**src/rtl/pipe_ctrl_pkg.sv**
```systemverilog
// Shared types for the pipeline hazard controller: scoreboard entry,
// startup state encoding, forward-select encoding and the PC register address.
package pipe_ctrl_pkg;

    // Widest register address the scoreboard entry can hold; narrower
    // addresses are zero-extended into the rd field.
    localparam int REG_AW_MAX = 8;

    // Forward select value meaning "read the register file".
    localparam int FWD_RF = 0;

    typedef struct packed {
        logic                  valid;
        logic                  wr;
        logic                  ld;
        logic [REG_AW_MAX-1:0] rd;
    } sb_entry_t;

    typedef enum logic [1:0] {
        BOOT = 2'd0,
        FILL = 2'd1,
        RUN  = 2'd2
    } boot_state_e;

    // All-ones address of width reg_aw: the PC, which is never forwarded.
    function automatic logic [REG_AW_MAX-1:0] PC_ADDR(input int reg_aw);
        PC_ADDR = '0;
        for (int i = 0; i < REG_AW_MAX; i++) begin
            if (i < reg_aw) PC_ADDR[i] = 1'b1;
        end
    endfunction

endpackage

```
**src/rtl/hazard_match.sv**
```systemverilog
// Per-source scoreboard lookup: finds the youngest in-flight writer of one
// source register and reports its forward select and whether it is a load
// whose data is not yet forwardable.
module hazard_match
    import pipe_ctrl_pkg::*;
#(
    parameter int N_STAGES = 4,
    parameter int REG_AW   = 4,
    parameter int LOAD_LAT = 2,
    parameter int SELW     = $clog2(N_STAGES + 1)
) (
    input  sb_entry_t         sb_i [N_STAGES],
    input  logic [REG_AW-1:0] src_addr_i,
    input  logic              src_used_i,
    output logic [SELW-1:0]   sel_o,
    output logic              load_hit_o
);

    logic [REG_AW_MAX-1:0] src_ext;
    logic                  found;

    // Youngest-first priority search; the first hit decides both outputs.
    always_comb begin
        src_ext             = '0;
        src_ext[REG_AW-1:0] = src_addr_i;
        sel_o               = SELW'(FWD_RF);
        load_hit_o          = 1'b0;
        found               = 1'b0;
        if (src_used_i && (src_ext != PC_ADDR(REG_AW))) begin
            for (int k = 0; k < N_STAGES; k++) begin
                if (!found && sb_i[k].valid && sb_i[k].wr && (sb_i[k].rd == src_ext)) begin
                    found      = 1'b1;
                    sel_o      = SELW'(k + 1);
                    load_hit_o = sb_i[k].ld && (k < LOAD_LAT);
                end
            end
        end
    end

endmodule

```
**src/rtl/pipeline_hazard_unit.sv**
```systemverilog
// Scoreboard / hazard controller for the in-order pipeline: tracks in-flight
// writers, drives forward selects, load-use stall, epoch-based redirect
// flush and the startup PC-load sequence.
// Optional build macro HAZARD_PERF_EN adds saturating stall/redirect counters.
//
// state | meaning
// BOOT  | one cycle, PC loads the reset vector
// FILL  | FETCH_LAT cycles waiting for the first fetched instruction
// RUN   | normal operation (terminal until reset)
module pipeline_hazard_unit
    import pipe_ctrl_pkg::*;
#(
    parameter int N_STAGES  = 4,
    parameter int REG_AW    = 4,
    parameter int N_SRC     = 3,
    parameter int LOAD_LAT  = 2,
    parameter int FETCH_LAT = 2,
    parameter int EPOCH_W   = 2,
    localparam int SELW     = $clog2(N_STAGES + 1)
) (
    input  logic                    clk,
    input  logic                    rst_n,
    input  logic                    issue_valid_i,
    input  logic [EPOCH_W-1:0]      issue_epoch_i,
    input  logic                    issue_wr_i,
    input  logic                    issue_ld_i,
    input  logic [REG_AW-1:0]       issue_rd_i,
    input  logic [N_SRC*REG_AW-1:0] src_addr_i,
    input  logic [N_SRC-1:0]        src_used_i,
    input  logic                    redirect_i,
    output logic                    sel_pc_start_o,
    output logic                    load_pc_o,
    output logic                    issue_ready_o,
    output logic                    stall_o,
    output logic                    flush_o,
    output logic [EPOCH_W-1:0]      epoch_o,
    output logic [N_SRC*SELW-1:0]   fwd_sel_o
`ifdef HAZARD_PERF_EN
    ,
    output logic [31:0]             perf_stall_o,
    output logic [31:0]             perf_flush_o
`endif
);

    localparam int CNT_W = (FETCH_LAT > 1) ? $clog2(FETCH_LAT) : 1;

    boot_state_e          state_q, state_d;
    logic [CNT_W-1:0]     fill_cnt_q, fill_cnt_d;
    logic [EPOCH_W-1:0]   epoch_q, epoch_d;
    logic                 flush_q, flush_d;
    sb_entry_t            sb_q [N_STAGES];
    sb_entry_t            sb_d [N_STAGES];

    logic [N_SRC-1:0]     load_hit;
    logic                 in_run;
    logic                 redirect_eff;
    logic                 accept;

    for (genvar j = 0; j < N_SRC; j++) begin : g_match
        hazard_match #(
            .N_STAGES (N_STAGES),
            .REG_AW   (REG_AW),
            .LOAD_LAT (LOAD_LAT),
            .SELW     (SELW)
        ) u_match (
            .sb_i       (sb_q),
            .src_addr_i (src_addr_i[j*REG_AW +: REG_AW]),
            .src_used_i (src_used_i[j]),
            .sel_o      (fwd_sel_o[j*SELW +: SELW]),
            .load_hit_o (load_hit[j])
        );
    end

    // Issue handshake, stall and PC control; a redirect overrides a load-use stall.
    always_comb begin
        in_run         = (state_q == RUN);
        redirect_eff   = redirect_i && in_run;
        stall_o        = (|load_hit) && !redirect_eff;
        issue_ready_o  = in_run && !stall_o;
        accept         = issue_valid_i && issue_ready_o
                         && (issue_epoch_i == epoch_q) && !redirect_eff;
        sel_pc_start_o = (state_q == BOOT);
        load_pc_o      = (state_q == BOOT) || issue_ready_o || redirect_eff;
        flush_o        = flush_q;
        epoch_o        = epoch_q;
    end

    // Startup sequencing with a down-counter over the fetch latency.
    always_comb begin
        state_d    = state_q;
        fill_cnt_d = fill_cnt_q;
        case (state_q)
            BOOT: begin
                state_d    = FILL;
                fill_cnt_d = CNT_W'(FETCH_LAT - 1);
            end
            FILL: begin
                if (fill_cnt_q == '0) state_d = RUN;
                else                  fill_cnt_d = fill_cnt_q - CNT_W'(1);
            end
            RUN:     state_d = RUN;
            default: state_d = BOOT;
        endcase
    end

    // Epoch advance and one-cycle flush pulse following a redirect.
    always_comb begin
        epoch_d = redirect_eff ? epoch_q + EPOCH_W'(1) : epoch_q;
        flush_d = redirect_eff;
    end

    // Scoreboard shift; stage 0 takes the accepted issue or a bubble.
    always_comb begin
        sb_d[0] = '0;
        if (accept) begin
            sb_d[0].valid           = 1'b1;
            sb_d[0].wr              = issue_wr_i;
            sb_d[0].ld              = issue_ld_i;
            sb_d[0].rd[REG_AW-1:0]  = issue_rd_i;
        end
        for (int k = 1; k < N_STAGES; k++) begin
            sb_d[k] = sb_q[k-1];
        end
    end

    // State registers.
    always_ff @(posedge clk or negedge rst_n) begin
        if (!rst_n) begin
            state_q    <= BOOT;
            fill_cnt_q <= '0;
            epoch_q    <= '0;
            flush_q    <= 1'b0;
            for (int k = 0; k < N_STAGES; k++) begin
                sb_q[k] <= '0;
            end
        end else begin
            state_q    <= state_d;
            fill_cnt_q <= fill_cnt_d;
            epoch_q    <= epoch_d;
            flush_q    <= flush_d;
            for (int k = 0; k < N_STAGES; k++) begin
                sb_q[k] <= sb_d[k];
            end
        end
    end

`ifdef HAZARD_PERF_EN
    logic [31:0] perf_stall_q, perf_stall_d;
    logic [31:0] perf_flush_q, perf_flush_d;

    // Saturating event counters; redirects ignored during startup are not counted.
    always_comb begin
        perf_stall_d = perf_stall_q;
        perf_flush_d = perf_flush_q;
        if (stall_o && (perf_stall_q != '1))      perf_stall_d = perf_stall_q + 32'd1;
        if (redirect_eff && (perf_flush_q != '1)) perf_flush_d = perf_flush_q + 32'd1;
    end

    // Counter registers.
    always_ff @(posedge clk or negedge rst_n) begin
        if (!rst_n) begin
            perf_stall_q <= '0;
            perf_flush_q <= '0;
        end else begin
            perf_stall_q <= perf_stall_d;
            perf_flush_q <= perf_flush_d;
        end
    end

    assign perf_stall_o = perf_stall_q;
    assign perf_flush_o = perf_flush_q;
`endif

endmodule

```
**config.mk**
```make
export PLATFORM = sky130hd
export DESIGN_NAME = pipeline_hazard_unit
export DESIGN_NICKNAME = d
export VERILOG_FILES = /design/src/rtl/pipe_ctrl_pkg.sv /design/src/rtl/hazard_match.sv /design/src/rtl/pipeline_hazard_unit.sv
export SDC_FILE = /design/constraint.sdc
export NUM_CORES = 1
export LEC_CHECK = 0
export CAP_MARGIN = 15
export CORE_MARGIN = 2
export CORE_UTILIZATION = 45
export DETAILED_ROUTE_END_ITERATION = 16
export PLACE_DENSITY_LB_ADDON = 0.05
export SYNTH_ARGS = -nofsm -noshare
export SYNTH_HDL_FRONTEND = slang
export SYNTH_HIERARCHICAL = 1
export SYNTH_SLANG_ARGS = --single-unit
export TNS_END_PERCENT = 1
```
**constraint.sdc**
```tcl
create_clock -name clk -period 2.9 [get_ports clk]
set_input_delay 0.58 -clock clk [delete_from_list [all_inputs] [get_ports clk]]
set_output_delay 0.58 -clock clk [all_outputs]
set_load 0.02 [all_outputs]
```
==> metrics.md <==
| Metric | Value |
|---|---|
| Run status | `complete, but fails checks` |
| Failing checks | `setup timing` |
| Final net count | `355` |
| Mapped Cells | `204` |
| Core ar. | `between 4000 and 5000 um2` |
| N_diodes | `0` |
| Number of global-route vias before repair | `1798` |
| RSZ-0062 raised after global routing | `yes` |
| Max Freq | `0.338 GHz` |
| Syn Std Cell Area | `roughly 2100 um2` |
| Max-cap violations | `0` |
| Layout cell share with drive strength beyond 1 | `a little over a fifth` |
| Worst-Skew Late Latency | `0.29 ns` |
| Leakage | `1.47 nW` |
| CTS tree | `yes` |
| Total gr overflow | `0` |
| Synth warn | `6` |
| Hpwl dp | `3920 um` |
| Crit path launch type | `primary input` |
| Final instance area | `3010 um2` |
| Total Routing Usage GR | `21.5%` |
| Pin count of the biggest net entering global routing | `33` |
| Total clock sinks | `32` |
| Slew Viols, Final | `0` |
| Chip Height | `71.9 um` |
| Die span in x | `about 72 um` |
| Routed len/inst | `13.2 um` |
| Initial Utilization | `a little under half` |
| CP Max Fanout | `3` |
| DRT iter0 DRCs | `a little under 50` |
| Total number of vias | `about 1800` |
| Placed instance count | `364` |
| Num CTS Buffers | `5` |
| CP Data Arrival Time | `around 2.4 ns` |
| Avg Synthesized Cell Area | `10.2 um2` |
| I/O pins | `43` |
| Final Non-Filler Cells | `378` |
| Clock period minus worst slack | `2.96 ns` |
| Setup TNS | `-0.0566 ns` |
| Fin worst setup slack | `-0.0566 ns` |
| Final wirelength | `around 5000 um` |
| Min Hold Slack | `slightly above 0.4 ns` |
| Max Clock Skew | `0.00936 ns` |
| Routability congestion estimate | `approximately 0.86` |
| Clk root buf | `clkbuf_8` |
| Cell Rows | `24` |
| DR pass1 iterations | `4` |
| Fin. Hold Viols | `0` |
| WHS Path Cells | `0` |
| Die ar. | `approximately 5200 um2` |
| Worst setup EP type | `output port` |
| Part of the cycle the worst path needs | `102%` |
| Hold Crit Class | `reg2reg` |
| VDD IR-drop max | `400 uV` |
| CP Class | `in2out` |
| First-pass GRT wire length | `8420 um` |
| Power per cell area | `444 nW/um2` |
| Placed Area | `2890 um2` |
| Initial antenna violation count | `0` |
| Via/cell ratio | `4.67` |
| Port Buffers | `42` |
| Finish-stage setup viols | `1` |
| Worst EP required | `2.32 ns` |
| H-tree levels | `2` |
| Worst-path clk slew | `0.06 ns` |
| DR DRC count | `0` |
| Reg2Reg Depth | `9` |
| Synthesis-to-finish area growth | `45.0%` |
| Worst-case clock buffer depth | `2` |
| Post-DRT Antenna Nets | `0` |
[final timing paths]
check                                   start   endpoint  slack, ns
min in group asynchronous               rst_n    sb_q[1]       0.68
worst max register to register       sb_d[24]   sb_d[25]       0.57
max in group asynchronous               rst_n   sb_d[23]       1.89
worst min register to register        sb_d[9]    sb_q[9]       0.41
worst max-delay path            src_addr_i[8]  load_pc_o      -0.06
worst min-delay path                  sb_d[9]    sb_q[9]       0.41
[power by group]
group / switching, mW / total (mW) / internal [mW] / leakage [nW]
combinational: 0.149 / 0.308 / 0.159 / 0.978
sequential: 0.0608 / 0.556 / 0.495 / 0.430
clock: 0.169 / 0.472 / 0.303 / 0.0645
total: 0.378 / 1.34 / 0.957 / 1.47
[sequential cells by signal, summed over array words and instances (netlist names)]
signal,count
sb_d,20
sb_q,6
epoch_o,2
state_q,2
fill_cnt_q,1
flush_o,1
[timing repair]
action | in CTS | in global routing
pin swaps | 3 | 11
resized for setup | 31 | 30
endpoints found under the setup margin | 12 | 9
hold buffers | 0 | 0
setup buffers | 2 | 4
[worst max-delay path, cell delays in order]
cell	delay, ns
clkdlybuf4s15_1	0.25
xor2_1	0.23
nor4_2	0.07
buf_4	0.14
a211o_1	0.30
a21oi_2	0.15
nor3_2	0.06
o21a_1	0.17
or2_2	0.27
buf_4	0.16
[through the flow]
step	utilization, %	power, mW	setup WS [ns]
6_report	68.6	1.34	-0.0566
2_1_floorplan	-	0.730	0.153
5_1_grt	68.6	1.40	-0.125
3_3_place_gp	65.8	0.859	-0.700
4_1_cts	68.6	1.34	-0.124
3_5_place_dp	65.8	0.865	-0.725
[metal layers]
metal | global-route usage [%] | routed length (um) | vias to the layer above
li1 | - | - | 910
met4 | 8.39 | 107 | 0
met2 | 34.9 | 2360 | 45
met3 | 5.91 | 270 | 9
met1 | 27.2 | 2240 | 802
met5 | 0 | 0 | -
[final cells by class]
class	count	area, um2
sequential	32	802
tap	52	65.1
inverter	2	7.51
fill	363	1380
multi-input combinational	208	1400
clock buffer	7	96.3
clock inverter	1	30.0
timing repair buffer	76	608
[placed cells by master, fill, tap and decap left out, types with 2 or more instances in the layout]
master and count:
a21oi_1 5, a21oi_2 2, nor3_1 2, o21ai_0 2, conb_1 52, dfrtp_1 31, and3_1 6, o211ai_1 3
clkdlybuf4s15_1 4, or3_2 2, and4b_1 2, or2_0 2, nand2_1 13, nand3_1 4, and2_1 8, ha_1 3
inv_1 2, xnor2_1 17, nand4_1 11, clkbuf_8 7, buf_4 35, nor4_1 11, dlygate4sd2_1 8, nor2_1 5
nor4_2 5, clkdlybuf4s50_1 18, nand4bb_1 2, a21boi_0 2, xor2_1 35, a211o_1 2, clkbuf_2 11
No activity file was read; power rests on OpenSTA's default activity.
